**src/rtl/pztb_mem_request_port_if.sv**
```systemverilog
// Request/response and memory-port bundle for pztb_mem_request_port.
// The slave modport is the port driver's view; master is the agent/memory side.
interface pztb_mem_request_port_if #(
    parameter int DATAW = 32,
    parameter int ADDRW = 10,
    parameter int CNTW  = 3
);
    logic             i_req_valid;
    logic             o_req_ready;
    logic             i_req_write;
    logic [ADDRW-1:0] i_req_address;
    logic [DATAW-1:0] i_req_data;
    logic [DATAW-1:0] i_req_mask;

    logic             o_rsp_valid;
    logic             i_rsp_ready;
    logic [DATAW-1:0] o_rsp_data;
    logic             o_rsp_error;

    logic             o_me;
    logic             o_we;
    logic [ADDRW-1:0] o_adr;
    logic [DATAW-1:0] o_d;
    logic [DATAW-1:0] o_wem;
    logic [DATAW-1:0] i_q;

    logic [CNTW-1:0]  o_outstanding;

    modport slave (
        input  i_req_valid,
        output o_req_ready,
        input  i_req_write,
        input  i_req_address,
        input  i_req_data,
        input  i_req_mask,
        output o_rsp_valid,
        input  i_rsp_ready,
        output o_rsp_data,
        output o_rsp_error,
        output o_me,
        output o_we,
        output o_adr,
        output o_d,
        output o_wem,
        input  i_q,
        output o_outstanding
    );

    modport master (
        output i_req_valid,
        input  o_req_ready,
        output i_req_write,
        output i_req_address,
        output i_req_data,
        output i_req_mask,
        input  o_rsp_valid,
        output i_rsp_ready,
        input  o_rsp_data,
        input  o_rsp_error,
        input  o_me,
        input  o_we,
        input  o_adr,
        input  o_d,
        input  o_wem,
        output i_q,
        input  o_outstanding
    );
endinterface

```
**src/rtl/pztb_mem_request_port.sv**
```systemverilog
// Request-side driver for one memory port: issues strobes, tracks reads
// through the fixed read latency and returns data via a credit-limited FIFO.
module pztb_mem_request_port #(
    parameter int DATAW        = 32,
    parameter int WORDW        = 1024,
    parameter int ADDRW        = $clog2(WORDW),
    parameter int READ_LATENCY = 1,
    parameter int RSP_DEPTH    = 4,
    parameter int CNTW         = $clog2(RSP_DEPTH + 1)
) (
    input logic                    i_clk,
    input logic                    i_rst_n,
    pztb_mem_request_port_if.slave bus
);

    localparam int PTRW = (RSP_DEPTH > 1) ? $clog2(RSP_DEPTH) : 1;
    localparam logic [ADDRW:0] WORD_LIM = (ADDRW + 1)'(WORDW);
    localparam logic [CNTW-1:0] DEPTH_C = CNTW'(RSP_DEPTH);
    localparam logic [PTRW-1:0] LAST_PTR = PTRW'(RSP_DEPTH - 1);

    if (READ_LATENCY < 1 || READ_LATENCY > 4) begin : g_bad_latency
        $error("READ_LATENCY must be in 1..4");
    end
    if (RSP_DEPTH < READ_LATENCY + 2) begin : g_bad_depth
        $error("RSP_DEPTH must be at least READ_LATENCY+2");
    end
    if (CNTW != $clog2(RSP_DEPTH + 1)) begin : g_bad_cntw
        $error("CNTW is derived from RSP_DEPTH and must not be overridden");
    end

    // Reset-release delay and credit state
    logic            rst_n_q;
    logic [CNTW-1:0] cnt_q;
    logic [CNTW-1:0] cnt_d;

    // Read-tracking pipeline, one stage per cycle of memory latency
    logic [READ_LATENCY-1:0] vld_q;
    logic [READ_LATENCY-1:0] vld_d;
    logic [READ_LATENCY-1:0] err_q;
    logic [READ_LATENCY-1:0] err_d;

    // Response FIFO
    logic [DATAW-1:0] fifo_data_q [RSP_DEPTH];
    logic             fifo_err_q  [RSP_DEPTH];
    logic [PTRW-1:0]  wr_ptr_q;
    logic [PTRW-1:0]  wr_ptr_d;
    logic [PTRW-1:0]  rd_ptr_q;
    logic [PTRW-1:0]  rd_ptr_d;
    logic [CNTW-1:0]  fcnt_q;
    logic [CNTW-1:0]  fcnt_d;

    logic             req_ready;
    logic             accept;
    logic             in_range;
    logic             rd_acc;
    logic             push;
    logic             push_err;
    logic [DATAW-1:0] push_data;
    logic             rsp_valid;
    logic             pop;
    logic             fifo_full;

    function automatic logic [PTRW-1:0] ptr_inc(input logic [PTRW-1:0] p);
        if (p == LAST_PTR) begin
            return '0;
        end
        return p + PTRW'(1);
    endfunction

    // Ready depends only on registered state so the agent sees no comb path
    assign req_ready = rst_n_q && (cnt_q < DEPTH_C);
    assign accept    = bus.i_req_valid && req_ready;
    assign in_range  = {1'b0, bus.i_req_address} < WORD_LIM;
    assign rd_acc    = accept && !bus.i_req_write;

    // Out-of-range requests never touch the memory
    assign bus.o_req_ready = req_ready;
    assign bus.o_me        = accept && in_range;
    assign bus.o_we        = accept && in_range && bus.i_req_write;
    assign bus.o_adr       = bus.i_req_address;
    assign bus.o_d         = bus.i_req_data;
    assign bus.o_wem       = bus.i_req_write ? bus.i_req_mask : '0;

    // Last tracking stage lines up with valid memory data
    assign push      = vld_q[READ_LATENCY-1];
    assign push_err  = err_q[READ_LATENCY-1];
    assign push_data = push_err ? '0 : bus.i_q;

    assign rsp_valid = (fcnt_q != '0);
    assign pop       = rsp_valid && bus.i_rsp_ready;
    assign fifo_full = (fcnt_q == DEPTH_C);

    assign bus.o_rsp_valid   = rsp_valid;
    assign bus.o_rsp_data    = rsp_valid ? fifo_data_q[rd_ptr_q] : '0;
    assign bus.o_rsp_error   = rsp_valid && fifo_err_q[rd_ptr_q];
    assign bus.o_outstanding = cnt_q;

    // Shift accepted reads down the latency pipeline
    always_comb begin
        vld_d    = '0;
        err_d    = '0;
        vld_d[0] = rd_acc;
        err_d[0] = !in_range;
        for (int i = 1; i < READ_LATENCY; i++) begin
            vld_d[i] = vld_q[i-1];
            err_d[i] = err_q[i-1];
        end
    end

    // Credits: reads take one on accept, return it on response pop
    always_comb begin
        cnt_d = cnt_q;
        unique case ({rd_acc, pop})
            2'b10:   cnt_d = cnt_q + CNTW'(1);
            2'b01:   cnt_d = cnt_q - CNTW'(1);
            default: cnt_d = cnt_q;
        endcase
    end

    // FIFO pointer and occupancy update; push and pop may coincide
    always_comb begin
        wr_ptr_d = push ? ptr_inc(wr_ptr_q) : wr_ptr_q;
        rd_ptr_d = pop ? ptr_inc(rd_ptr_q) : rd_ptr_q;
        fcnt_d   = fcnt_q;
        unique case ({push, pop})
            2'b10:   fcnt_d = fcnt_q + CNTW'(1);
            2'b01:   fcnt_d = fcnt_q - CNTW'(1);
            default: fcnt_d = fcnt_q;
        endcase
    end

    // Control state with synchronous reset; in-flight reads are dropped
    always_ff @(posedge i_clk) begin
        if (!i_rst_n) begin
            rst_n_q  <= 1'b0;
            cnt_q    <= '0;
            vld_q    <= '0;
            err_q    <= '0;
            wr_ptr_q <= '0;
            rd_ptr_q <= '0;
            fcnt_q   <= '0;
        end else begin
            rst_n_q  <= 1'b1;
            cnt_q    <= cnt_d;
            vld_q    <= vld_d;
            err_q    <= err_d;
            wr_ptr_q <= wr_ptr_d;
            rd_ptr_q <= rd_ptr_d;
            fcnt_q   <= fcnt_d;
        end
    end

    // FIFO storage needs no reset; occupancy gates its visibility
    always_ff @(posedge i_clk) begin
        if (push) begin
            fifo_data_q[wr_ptr_q] <= push_data;
            fifo_err_q[wr_ptr_q]  <= push_err;
        end
    end

    a_no_overflow: assert property (
        @(posedge i_clk) disable iff (!i_rst_n) !(push && fifo_full)
    );

    a_credit_limit: assert property (
        @(posedge i_clk) disable iff (!i_rst_n) cnt_q <= DEPTH_C
    );

endmodule

```
**src/flat_wrapper.sv**
```systemverilog
// flat-port wrapper written by rule: the top's interface ports become plain ports
module pztb_mem_request_port_flat 
#(
    parameter int DATAW        = 32,
    parameter int WORDW        = 1024,
    parameter int ADDRW        = $clog2(WORDW),
    parameter int READ_LATENCY = 1,
    parameter int RSP_DEPTH    = 4,
    parameter int CNTW         = $clog2(RSP_DEPTH + 1)
)
  (i_clk, i_rst_n, bus_i_req_valid, bus_o_req_ready, bus_i_req_write, bus_i_req_address, bus_i_req_data, bus_i_req_mask, bus_o_rsp_valid, bus_i_rsp_ready, bus_o_rsp_data, bus_o_rsp_error, bus_o_me, bus_o_we, bus_o_adr, bus_o_d, bus_o_wem, bus_i_q, bus_o_outstanding);
  pztb_mem_request_port_if #(.DATAW(DATAW), .ADDRW(ADDRW), .CNTW(CNTW)) bus_i ();
  input logic i_clk;
  input logic i_rst_n;
  input wire logic [$bits(bus_i.i_req_valid)-1:0] bus_i_req_valid;
  output wire logic [$bits(bus_i.o_req_ready)-1:0] bus_o_req_ready;
  input wire logic [$bits(bus_i.i_req_write)-1:0] bus_i_req_write;
  input wire logic [$bits(bus_i.i_req_address)-1:0] bus_i_req_address;
  input wire logic [$bits(bus_i.i_req_data)-1:0] bus_i_req_data;
  input wire logic [$bits(bus_i.i_req_mask)-1:0] bus_i_req_mask;
  output wire logic [$bits(bus_i.o_rsp_valid)-1:0] bus_o_rsp_valid;
  input wire logic [$bits(bus_i.i_rsp_ready)-1:0] bus_i_rsp_ready;
  output wire logic [$bits(bus_i.o_rsp_data)-1:0] bus_o_rsp_data;
  output wire logic [$bits(bus_i.o_rsp_error)-1:0] bus_o_rsp_error;
  output wire logic [$bits(bus_i.o_me)-1:0] bus_o_me;
  output wire logic [$bits(bus_i.o_we)-1:0] bus_o_we;
  output wire logic [$bits(bus_i.o_adr)-1:0] bus_o_adr;
  output wire logic [$bits(bus_i.o_d)-1:0] bus_o_d;
  output wire logic [$bits(bus_i.o_wem)-1:0] bus_o_wem;
  input wire logic [$bits(bus_i.i_q)-1:0] bus_i_q;
  output wire logic [$bits(bus_i.o_outstanding)-1:0] bus_o_outstanding;
  assign bus_i.i_req_valid = bus_i_req_valid;
  assign bus_o_req_ready = bus_i.o_req_ready;
  assign bus_i.i_req_write = bus_i_req_write;
  assign bus_i.i_req_address = bus_i_req_address;
  assign bus_i.i_req_data = bus_i_req_data;
  assign bus_i.i_req_mask = bus_i_req_mask;
  assign bus_o_rsp_valid = bus_i.o_rsp_valid;
  assign bus_i.i_rsp_ready = bus_i_rsp_ready;
  assign bus_o_rsp_data = bus_i.o_rsp_data;
  assign bus_o_rsp_error = bus_i.o_rsp_error;
  assign bus_o_me = bus_i.o_me;
  assign bus_o_we = bus_i.o_we;
  assign bus_o_adr = bus_i.o_adr;
  assign bus_o_d = bus_i.o_d;
  assign bus_o_wem = bus_i.o_wem;
  assign bus_i.i_q = bus_i_q;
  assign bus_o_outstanding = bus_i.o_outstanding;
  pztb_mem_request_port #(.DATAW(DATAW), .WORDW(WORDW), .ADDRW(ADDRW), .READ_LATENCY(READ_LATENCY), .RSP_DEPTH(RSP_DEPTH), .CNTW(CNTW)) u_core (.i_clk(i_clk), .i_rst_n(i_rst_n), .bus(bus_i));
endmodule
```
**config.mk**
```make
export PLATFORM = sky130hd
export DESIGN_NAME = pztb_mem_request_port_flat
export DESIGN_NICKNAME = d
export VERILOG_FILES = /design/src/rtl/pztb_mem_request_port_if.sv /design/src/rtl/pztb_mem_request_port.sv /design/src/flat_wrapper.sv
export SDC_FILE = /design/constraint.sdc
export NUM_CORES = 1
export LEC_CHECK = 0
export CELL_PAD_IN_SITES_DETAIL_PLACEMENT = 1
export CELL_PAD_IN_SITES_GLOBAL_PLACEMENT = 2
export CORE_MARGIN = 2
export CORE_UTILIZATION = 30
export DETAILED_ROUTE_END_ITERATION = 12
export PLACE_DENSITY = 0.78
export SLEW_MARGIN = 20
export SYNTH_ARGS = -nofsm -noshare
export SYNTH_HDL_FRONTEND = slang
export SYNTH_SLANG_ARGS = --single-unit
```
**constraint.sdc**
```tcl
create_clock -name i_clk -period 2.4 [get_ports i_clk]
set_clock_uncertainty 0.2 [all_clocks]
set_input_delay 0.36 -clock i_clk [delete_from_list [all_inputs] [get_ports i_clk]]
set_output_delay 0.36 -clock i_clk [all_outputs]
set_load 0.1 [all_outputs]
```
# Word-level counts from Yosys, hierarchy flattened
# Memories as Yosys holds them, arrays and structs flattened. A register that Yosys moved wholly into a read port is not among the register bits.
# Cells that the tools add are included.
[classes] muxes=15 n_eq_ne=6 addsub=6 magnitude_cmp=1 reduce_logical=10
[ops] op="two-way mux 32 bit" n=2
[ops] op="two-way mux 2 bit" n=6
[ops] op="one-hot mux 3 bit (2 select lines)" n=2
[ops] op="equality test 2 bit, second input constant" n=4
[ops] op="adder 3 x 1 -> 3 bit, second input constant" n=2
[ops] op="subtractor 3 x 1 -> 3 bit, second input constant" n=2
[ops] op="logical AND 1 bit" n=5
[ops] op="two-way mux 1 bit" n=5
[ops] op="adder 2 x 1 -> 2 bit, second input constant" n=2
[ops] op="equality test 2 x 1 -> 1 bit, second input constant" n=2
[ops] op="nonzero test 2 bit" n=2
[ops] op="less-than comparator 3 bit, second input constant" n=1
[ops] op="nonzero test 3 bit" n=1
[ops] op="logical AND 1 bit, second input constant" n=1
[ops] op="logical NOT 1 bit" n=1
[word_totals] elab_cells=45 out_inout_bits=114 ramBits=128 n_memories=1 in_bits=111 regBits=12
[mem_list] memory="u_core.fifo_data_q" words=4 word_bits=32 read_ports=1 rd_clocked_by_memory_dff=1 write_ports=1 line="pztb_mem_request_port.sv:43" rtl="logic [DATAW-1:0] fifo_data_q [RSP_DEPTH];"

# Depth between registers and ports, before layout
[depth] depth_word=6 ltp_mapped=8 ltp_nobuf=8

# Least setup slack after synthesis
# OpenSTA, ideal clock, no wires.
[synth_path] kind="reg-to-reg" start="register u_core.cnt_q[2], in the netlist u_core.bus.o_outstanding[2]" end="register u_core.cnt_q[2], in the netlist u_core.bus.o_outstanding[2]" n_path_buf=0 arrival_time_ns=3.827 path_slack_ns=-1.697 stages_incl_launch_ff=9 synth_period_minus_slack_ns=4.097 required_ns=2.130 setup_ns=0.070 path_cell_list="dfxtp_1 -> nor2b_1 -> nand2_1 -> or2_1 -> ha_1 -> fa_1 -> xnor2_1 -> or3_1 -> a21boi_1"
[synth_via] elab_chain_len=6 word_cells_on_any_way=10 cone_classes="add/sub (2); order compare (1); eq/ne (2); mux (1); reduce/logical (4)"
[synth_rtl] item="start, declared" line="pztb_mem_request_port.sv:33" rtl="logic [CNTW-1:0] cnt_q;"
[synth_rtl] item="start signal, assigned" line="pztb_mem_request_port.sv:144" rtl="cnt_q <= cnt_d;"
[synth_rtl] item="less-than comparator 3 bit (*)" line="pztb_mem_request_port.sv:71" rtl="assign req_ready = rst_n_q && (cnt_q < DEPTH_C);"
[synth_rtl] item="logical AND 1 bit (*)" line="pztb_mem_request_port.sv:71"
[synth_rtl] item="via bus_o_req_ready" line="flat_wrapper.sv:16" rtl="output wire logic [$bits(bus_i.o_req_ready)-1:0] bus_o_req_ready;"
[synth_rtl] item="logical AND 1 bit (*)" line="pztb_mem_request_port.sv:72" rtl="assign accept = bus.i_req_valid && req_ready;"
[synth_rtl] item="logical AND 1 bit (*)" line="pztb_mem_request_port.sv:74" rtl="assign rd_acc = accept && !bus.i_req_write;"
[synth_rtl] item="equality test 2 x 1 -> 1 bit or equality test 2 bit (tied branches)" line="pztb_mem_request_port.sv:113" rtl="unique case ({rd_acc, pop})"
[synth_rtl] item="one-hot mux 3 bit (2 select lines) or nonzero test 2 bit (tied branches)"
# Mark *: on every way through the listed nets, which the timed path passes. The rest lies on a longest branch.
# A chain may end at the register's enable or synchronous reset.

==> impl_metrics.tcl <==
set metrics [dict create \
    status "complete, but fails checks" \
    failed_checks "setup timing" \
    crit_required_ns 1.84 \
    met2_usage_pct 24.91 \
    synth.most_common_cell "edfxtp_1" \
    yosysWarnings 0 \
    multi_input_area_um2 1777 \
    yosys-top-cells-area "edfxtp_1 (62%), mux4_2 (12%), buf_4 (5.3%)" \
    cts_hold_buffers 0 \
    synth_edf_count 128 \
    grt.total_usage_pct 13.78 \
    grt_max_degree 35 \
    antenna_cells 0 \
    top_usage_layer "met2" \
    num_vias 3390 \
    min_delay_path_depth 2 \
    n_fill_cell 1955 \
    overflow 0 \
    rsz0062_at_grt "yes" \
    vdd_drop_max_mv 0.4547 \
    ys.flop_type "edfxtp_1" \
    cts_tree "yes" \
    p_seq_share_pct 34.3 \
    via_per_inst 4.466 \
    num-nets-final 597 \
    routed_wl_mm 14.34 \
    start_util_pct 30.58 \
    hpwl_mm 10.05 \
    design.portCount 225 \
    p_comb_share_pct 35.1 \
    die_area_um2 21860 \
    clock_power_share_pct 30.6 \
    critPathLaunchType "flop" \
    fp.dieH_um 147.8 \
    numCtsBuffers 17 \
    cts-htree-levels 4 \
    critical_path_class "flop to primary output" \
    grt_antenna_before_repair 0 \
    clock-sinks 142 \
    period_share_pct 100.3 \
    synth_common_cells "edfxtp_1 (128), buf_4 (44), and2_1 (39), mux4_2 (32), nor2b_1 (25)" \
    final.setup.worst_slack_ns -0.006283 \
    path_clk_slew_ns 0.06 \
    fp-row-count 52 \
    clock_latency_ns 0.42 \
    clockRootBuffer "clkbuf_16" \
    synth.yosys.seq_area_share_pct 66.44 \
    avgSynthCellArea_um2 17.39 \
    wl_per_cell_um 18.90 \
    p_leak_nw 3.170 \
    max_freq_mhz 415.6 \
    grt_pass1_vias 3945 \
    syn_area_um2 6207 \
    drt_first_pass_iters 4 \
    synthCells 357 \
    p_sw_share_pct 33.86 \
    yosysTopAreaCellShare_pct 61.92 \
    min_period_ns 2.406 \
    areaGrowthSynthToFinish_pct 47.31 \
    ctsLongestPathBuffers 2 \
    internal_power_w 0.005336 \
    drv_cap 0 \
    ant_nets 0 \
    hp-class "flop to flop" \
    hold_slack_ns 0.3273 \
    gp_congestion 0.7675 \
    hold_viol 0 \
    cp.arrival_ns 1.85 \
    ys_types 31 \
    drcViolationCount 0 \
    grt_pass1_wl_mm 22.31 \
    worst_r2r_path_depth 8 \
    power.switching_w 0.002732 \
    postSynthNetCount 477 \
    synthArstFlopShare_pct 0 \
    met1_usage_pct 14.87 \
    synth.ff_latch_count 142 \
    grt.met3_usage_pct 4.815 \
    power-per-cell-area_nw_per_um2 882.3 \
    finalPower_w 0.008068 \
    cp-end-kind "primary output" \
    drive_above_1_share_pct 39.88 \
    path_max_fanout 13 \
    drtIter0Drc 87 \
    chipWidth_um 147.8 \
    coreArea_um2 20300 \
    finalSetupViolCount 2 \
    io_buffers 139 \
    synth_area_leader_cell "edfxtp_1" \
    seq_area_um2 4133 \
    slew_viol_final 0 \
]
## cells in the final DEF (no fill, tap or decap), types with 7 or more instances in the layout
| cell type | synthesis | routed |
|---|---|---|
| clkdlybuf4s50_1 | 0 | 68 |
| inv_1 | 9 | 9 |
| mux4_2 | 32 | 32 |
| dfxtp_1 | 14 | 11 |
| edfxtp_1 | 128 | 128 |
| nor2b_4 | 11 | 29 |
| buf_12 | 3 | 74 |
| and2_1 | 39 | 35 |
| o21ai_0 | 7 | 7 |
| clkbuf_16 | 0 | 17 |
| buf_4 | 44 | 14 |
## final cells by class
cell class | count | share of cell area (%)
Clock buffer | 19 | 4.735
Clock inverter | 12 | 1.314
Inverter | 10 | 0.4105
Multi-Input combinational cell | 148 | 19.43
Sequential cell | 142 | 45.20
Tap cell | 270 | 3.695
Timing Repair Buffer | 158 | 25.22
## metal layers
| layer | wire (um) | share of wire [%] |
|---|---|---|
| met1 | 5299 | 37 |
| met2 | 7855 | 55 |
| met3 | 930 | 6.5 |
| met4 | 255 | 1.8 |
| met5 | 0 | 0 |
## sequential cells by signal, summed over array words and instances (netlist names), named ones only
register / flops
u_core.fifo_data_q: 128
u_core.bus.o_outstanding: 3
u_core.fcnt_q: 3
u_core.rd_ptr_q: 2
u_core.wr_ptr_q: 2
u_core.push: 1
u_core.rst_n_q: 1
## power groups by stage
| stage | combinational [W] | sequential (W) | clock [W] |
|---|---|---|---|
| 3_5_place_dp | 0.00273 | 0.00281 | 0 |
| 6_report | 0.00283 | 0.00277 | 0.00247 |
| 4_1_cts | 0.00282 | 0.00277 | 0.00255 |
| 5_1_grt | 0.00293 | 0.00278 | 0.00264 |
| 3_3_place_gp | 0.00270 | 0.00281 | 0 |
| 2_1_floorplan | 0.00202 | 0.00287 | 0 |
## worst max-delay path, cell delays in order, from the launching register on
cell and delay [ns]:
dfxtp_4 0.41, buf_12 0.19, mux4_2 0.52, nor2b_4 0.15
buf_12 0.17
## through the flow
stage          util (%)  setup TNS (ns)  cells  cell area [um^2]  setup slack [ns]
3_5_place_dp      41.53         -0.3899    726              8431           -0.1983
6_report          45.04       -0.006508    759              9144         -0.006283
5_1_grt           45.04          -2.117    759              9144          -0.08763
2_1_floorplan         -         -0.3818    357              6277           -0.3273
3_3_place_gp      41.53         -0.2227    726              8431           -0.1326
4_1_cts           44.81          -1.579    758              9096          -0.07215
## path summary, 6_finish.rpt
check                                                               from                                       end  slack, ns
worst max-delay path                                                flop                        bus_o_rsp_data[26]     -0.006
worst min-delay path                     u_core.rd_ptr_q[1]$_SDFFE_PN0P_           u_core.rd_ptr_q[1]$_SDFFE_PN0P_       0.33
worst max register to register  u_core.bus.o_outstanding[2]$_SDFFE_PN0P_  u_core.bus.o_outstanding[2]$_SDFFE_PN0P_       0.18
worst min register to register           u_core.rd_ptr_q[1]$_SDFFE_PN0P_           u_core.rd_ptr_q[1]$_SDFFE_PN0P_       0.33
## cells by family (layout without fill, tap and decap cells)
| group | after synthesis | count (layout) | share of synthesized area, % |
|---|---|---|---|
| flip-flops | 142 | 142 | 66.44 |
| AND/OR/NAND/NOR | 89 | 89 | 10.16 |
| buffers and inverters | 67 | 199 | 7.700 |
| multiplexers | 34 | 34 | 11.93 |
| AO/OA/AOI/OAI | 11 | 11 | 1.088 |
| adder cells (fa/ha/maj) | 9 | 9 | 2.056 |
| XOR/XNOR | 4 | 4 | 0.5645 |
| other | 1 | 1 | 0.06041 |
## timing repair
action,CTS,global route
pin swaps,0,1
gates cloned,1,0
endpoints found under the setup margin,34,34
setup buffers,0,1
gates resized for setup,19,8
(Power assumes the default switching activity.)
==> variant 1, RTL diff (same flow settings) <==
`RSP_DEPTH` is set to 4 in 2 places; all go to 8.
--- a/src/rtl/pztb_mem_request_port.sv
+++ b/src/rtl/pztb_mem_request_port.sv
@@ -5,7 +5,7 @@
     parameter int WORDW        = 1024,
     parameter int ADDRW        = $clog2(WORDW),
     parameter int READ_LATENCY = 1,
-    parameter int RSP_DEPTH    = 4,
+    parameter int RSP_DEPTH    = 8,
     parameter int CNTW         = $clog2(RSP_DEPTH + 1)
 ) (
     input logic                    i_clk,
--- a/src/flat_wrapper.sv
+++ b/src/flat_wrapper.sv
@@ -5,7 +5,7 @@
     parameter int WORDW        = 1024,
     parameter int ADDRW        = $clog2(WORDW),
     parameter int READ_LATENCY = 1,
-    parameter int RSP_DEPTH    = 4,
+    parameter int RSP_DEPTH    = 8,
     parameter int CNTW         = $clog2(RSP_DEPTH + 1)
 )
   (i_clk, i_rst_n, bus_i_req_valid, bus_o_req_ready, bus_i_req_write, bus_i_req_address, bus_i_req_data, bus_i_req_mask, bus_o_rsp_valid, bus_i_rsp_ready, bus_o_rsp_data, bus_o_rsp_error, bus_o_me, bus_o_we, bus_o_adr, bus_o_d, bus_o_wem, bus_i_q, bus_o_outstanding);
Ports: changed (resized bus_o_outstanding); port bits go from 225 to 226. No check against the original RTL was run, so the function may have changed too.
==> variant 1 against the unedited design <==
  * Non-clock buffer count is 31 higher
  * Total power is 72% higher
  * Clock power is 94% higher
  * Critical path depth is 2 higher
  * Setup slack worse by 400 ps
  * Sequential cell count is 133 higher
  * Wire length is 76% higher
  * The flow still finishes with violations (setup timing)
  * Via count is 70% higher
  * First-iteration DRC count grew to 3.7 times the old value
  * Synthesized area is 82% higher
  * Synthesized cell count is 67% higher
  * Final area is 69% higher
==> variant 1: results <==
[outcome]
outcome = finished, violations left
violations = setup timing

[finish]
layout.nets = 868
final_cell_count_no_fill = 1243
signal_buffers = 189
clock_buffers = 30
nFlopsAndLatches = 275
register_area_mm2 = 0.008082
nNonClkInverters = 5
num-multi-input-gates = 247

[placed_design]
io_buffer_count = 140
pre_cts_ws_ps = -253.0
gp_congestion = 0.6893
dpl-instance-area_mm2 = 0.01412

[timing]
finalWorstSetupSlack_ps = -410.3
hold_ws_ps = 232.1
setup_viol = 32

[grt]
grt_pass1_wl_mm = 38.87

[clocking]
cts-buffers-inserted = 29

[route]
top_layer = met5
wl_met3_mm = 1.423
dr_total_vias = 5759
drt_first_iter_violations = 325

[synth]
synthMuxAreaShare = 0.1627
synth_area_leaders = edfxtp_1 (68%), mux4_2 (13%), mux2i_1 (3.5%)
yosysSeqAreaShare = 0.7152
synthAdderAreaFrac = 0.01109
synthDistinctLibCells = 36

[power_and_ir_drop]
p_clk_mw = 4.79
fin_total_pwr_mw = 13.90
intPower_mw = 9.739

[setup_path]
reg2regPathDepth = 11
cp.arrival_ps = 2250

[worst_hold_path]
min_from = i_rst_n
-- variant 1: cell count changes in the layout (fill, tap and decap cells not counted), moves of 12 or more --
cell,unedited run,this run
buf_4,14,35
mux2i_2,0,15
mux4_2,32,64
clkbuf_16,17,30
nor2b_4,29,1
nor2_2,0,32
edfxtp_1,128,256
nor2_1,1,13
mux2i_1,2,19
-- variant 1: worst max-delay path by stage --
stage	cells after the start	slack, ps	from	end
after CTS	5	-480	register	bus_o_rsp_data[2]
after detailed placement	10	-250	bus_i_req_valid	u_core.bus.o_outstanding[2]
after floorplan	10	-460	u_core.bus.o_outstanding[3]	u_core.bus.o_outstanding[2]
final	6	-410	register	bus_o_rsp_data[20]
after global placement	10	-220	bus_i_req_valid	u_core.bus.o_outstanding[2]
after global routing	5	-500	register	bus_o_rsp_data[28]
-- variant 1: repair_timing --
action,4_1_cts,5_1_grt
pin swaps,4,5
resized for setup,19,27
cloned,1,1
setup endpoints to repair,35,35
setup buffers,2,2
==> variant 2, RTL diff (config.mk and constraints unchanged) <==
Without the edit above. Make the reset (`i_rst_n`) asynchronous in one clocked block. Comments in the files are not updated.
--- a/src/rtl/pztb_mem_request_port.sv
+++ b/src/rtl/pztb_mem_request_port.sv
@@ -130,7 +130,7 @@
     end
 
     // Control state with synchronous reset; in-flight reads are dropped
-    always_ff @(posedge i_clk) begin
+    always_ff @(posedge i_clk or negedge i_rst_n) begin
         if (!i_rst_n) begin
             rst_n_q  <= 1'b0;
             cnt_q    <= '0;
Check against the original RTL: differs if i_rst_n is asserted again (counterexample within 4 cycles, from zero or initial values and one cycle with i_rst_n low); with i_rst_n held inactive, the same outputs for 10 cycles.
==> variant 2 against the unedited design <==
  * The run still ends with setup timing left
  * Sequential cell count fell by 2
  * Wire length fell by 4.4%
  * Final area decreased by 0.92%
  * Setup slack got worse by 130 ps
  * Core utilization rose by 0.17 points
  * Synthesized area fell by 2.0%
  * Critical endpoint is now bus_o_rsp_data[16]
  * Highest routed layer unchanged
Power is not compared: it rests on default switching activity, and its combinational part moved more than twofold at a synthesized area within 25%.
==> variant 2: results <==
[outcome]
outcome = finished, violations left
violations = setup timing

[synth]
yosys-top-cells-count = edfxtp_1 (128), and2_1 (68), buf_4 (43)
avgSynthCellArea_um2 = 17.94
synthDistinctLibCells = 28
synthAdderAreaFrac = 0.02098
synthMuxAreaShare = 0.1294
yosysSeqAreaShare = 0.6812
synth_edf_count = 128
yosys.area_share.xor_xnor = 0.008638
synth_compound_gate_area_share = 0.001645
async_flop_share = 0.08571
synth_area_leaders = edfxtp_1 (63%), mux4_2 (10%), and2_1 (7.0%)
mappedNetlistNets = 459

[grt]
track_usage = 0.1344
grt_max_degree = 35
grt_pass1_wl_mm = 21.64
grt_pass1_vias = 3842
antenna_found_initial = 0

[placed_design]
pre_cts_ws_ps = -67.37
io_buffer_count = 139
dpl-instance-area_mm2 = 0.008234
place_inst = 702
gp_congestion = 0.6643
dpl.hpwl_mm = 9.305

[finish]
layout.nets = 576
drive_gt1_frac = 0.4243
nFillCells = 1953
top_register = u_core.fifo_data_q
antenna_cells = 0

[setup_path]
cp.arrival_ps = 1980
slowest_stage = dfrtp_4
cp_top_family = flip-flops
cp_max_fo = 8
max_stage_delay_ps = 530

[clocking]
cts-buffers-inserted = 17
clockBufferDepth = 2
cts.clk_slew.worst_paths_ps = 60
clk_latency_ps = 410

[timing]
finalWorstSetupSlack_ps = -136.4
setup_viol = 32
worst_pin_slew_ps = 565.3

[route]
vias_per_cell = 4.349
dr_total_vias = 3214
drt-total-wl_mm = 13.71
first_pass_iters = 6
ant_nets = 0
drt_first_iter_violations = 103

[power_and_ir_drop]
swShare = 0.4133
power.leakage_nw = 3.269

[worst_hold_path]
hp-class = in2async
[variant 2: cell types whose count changed in the layout (fill, tap and decap cells not counted), sizes merged, moves of 5 or more]
cell and change:
dfrtp +12, dfxtp -14, o21ai -5, and2 +30, nor2b -35, bufinv +5
[variant 2: final timing paths]
kind                                         start                          end  slack (ps)  cells past startpoint
worst min-delay path                       i_rst_n  u_core.bus.o_outstanding[0]         110                      1
worst min register to register    u_core.fcnt_q[2]             u_core.fcnt_q[2]         290                      1
worst max register to register    u_core.fcnt_q[2]             u_core.fcnt_q[2]         200                      8
max in group asynchronous                  i_rst_n           u_core.rd_ptr_q[0]        1460                      1
worst max-delay path            u_core.rd_ptr_q[0]           bus_o_rsp_data[16]        -140                      4
min in group i_clk                u_core.fcnt_q[2]             u_core.fcnt_q[2]         290                      1
[variant 2: layer usage]
metal,GRT usage,vias up,share of wire
met1,0.1423,1604,0.38
met5,0,-,0
met2,0.2406,144,0.53
li1,-,1444,-
met4,0.04951,0,0.012
met3,0.05469,22,0.084
[variant 2: layout make-up]
type / instances / area (um2) / share of cell area
Clock buffer: 18 / 429.2 / 0.04737
Clock inverter: 14 / 264.0 / 0.02914
Inverter: 7 / 26.28 / 0.002900
Multi-Input combinational cell: 135 / 1577 / 0.1740
Sequential cell: 140 / 4153 / 0.4584
Tap cell: 270 / 337.8 / 0.03729
Timing Repair Buffer: 155 / 2273 / 0.2509
[variant 2: logic make-up after synthesis]
| family | after synthesis |
|---|---|
| fa+ha+maj | 9 |
| mux | 36 |
| other cells | 2 |
| simple gates | 80 |
| buf+inv | 64 |
| compound gates | 2 |
| flops | 140 |
| xor+xnor | 6 |
[variant 2: timing repair]
| item | CTS | global route |
|---|---|---|
| setup buffers | 2 | 3 |
| endpoints found under the setup margin | 32 | 32 |
| cloned | 1 | 0 |
| gates resized for setup | 26 | 20 |
[variant 2: metrics by stage]
stage / TNS (ps) / total power [mW] / util
after detailed placement: -67.37 / 10.13 / 0.4109
after floorplan: -693.4 / 8.014 / -
after global routing: -5559 / 13.99 / 0.4521
after CTS: -5592 / 13.55 / 0.4509
final: -3396 / 13.52 / 0.4521
after global placement: 0 / 10.00 / 0.4109
[variant 2: power by group through the flow]
stage / clock network, mW / logic [mW] / registers (mW)
floorplan: 0 / 4.84 / 3.17
CTS: 3.13 / 7.39 / 3.03
global placement: 0 / 6.93 / 3.07
detailed placement: 0 / 7.04 / 3.09
finish: 3.06 / 7.45 / 3.01
global route: 3.22 / 7.73 / 3.03
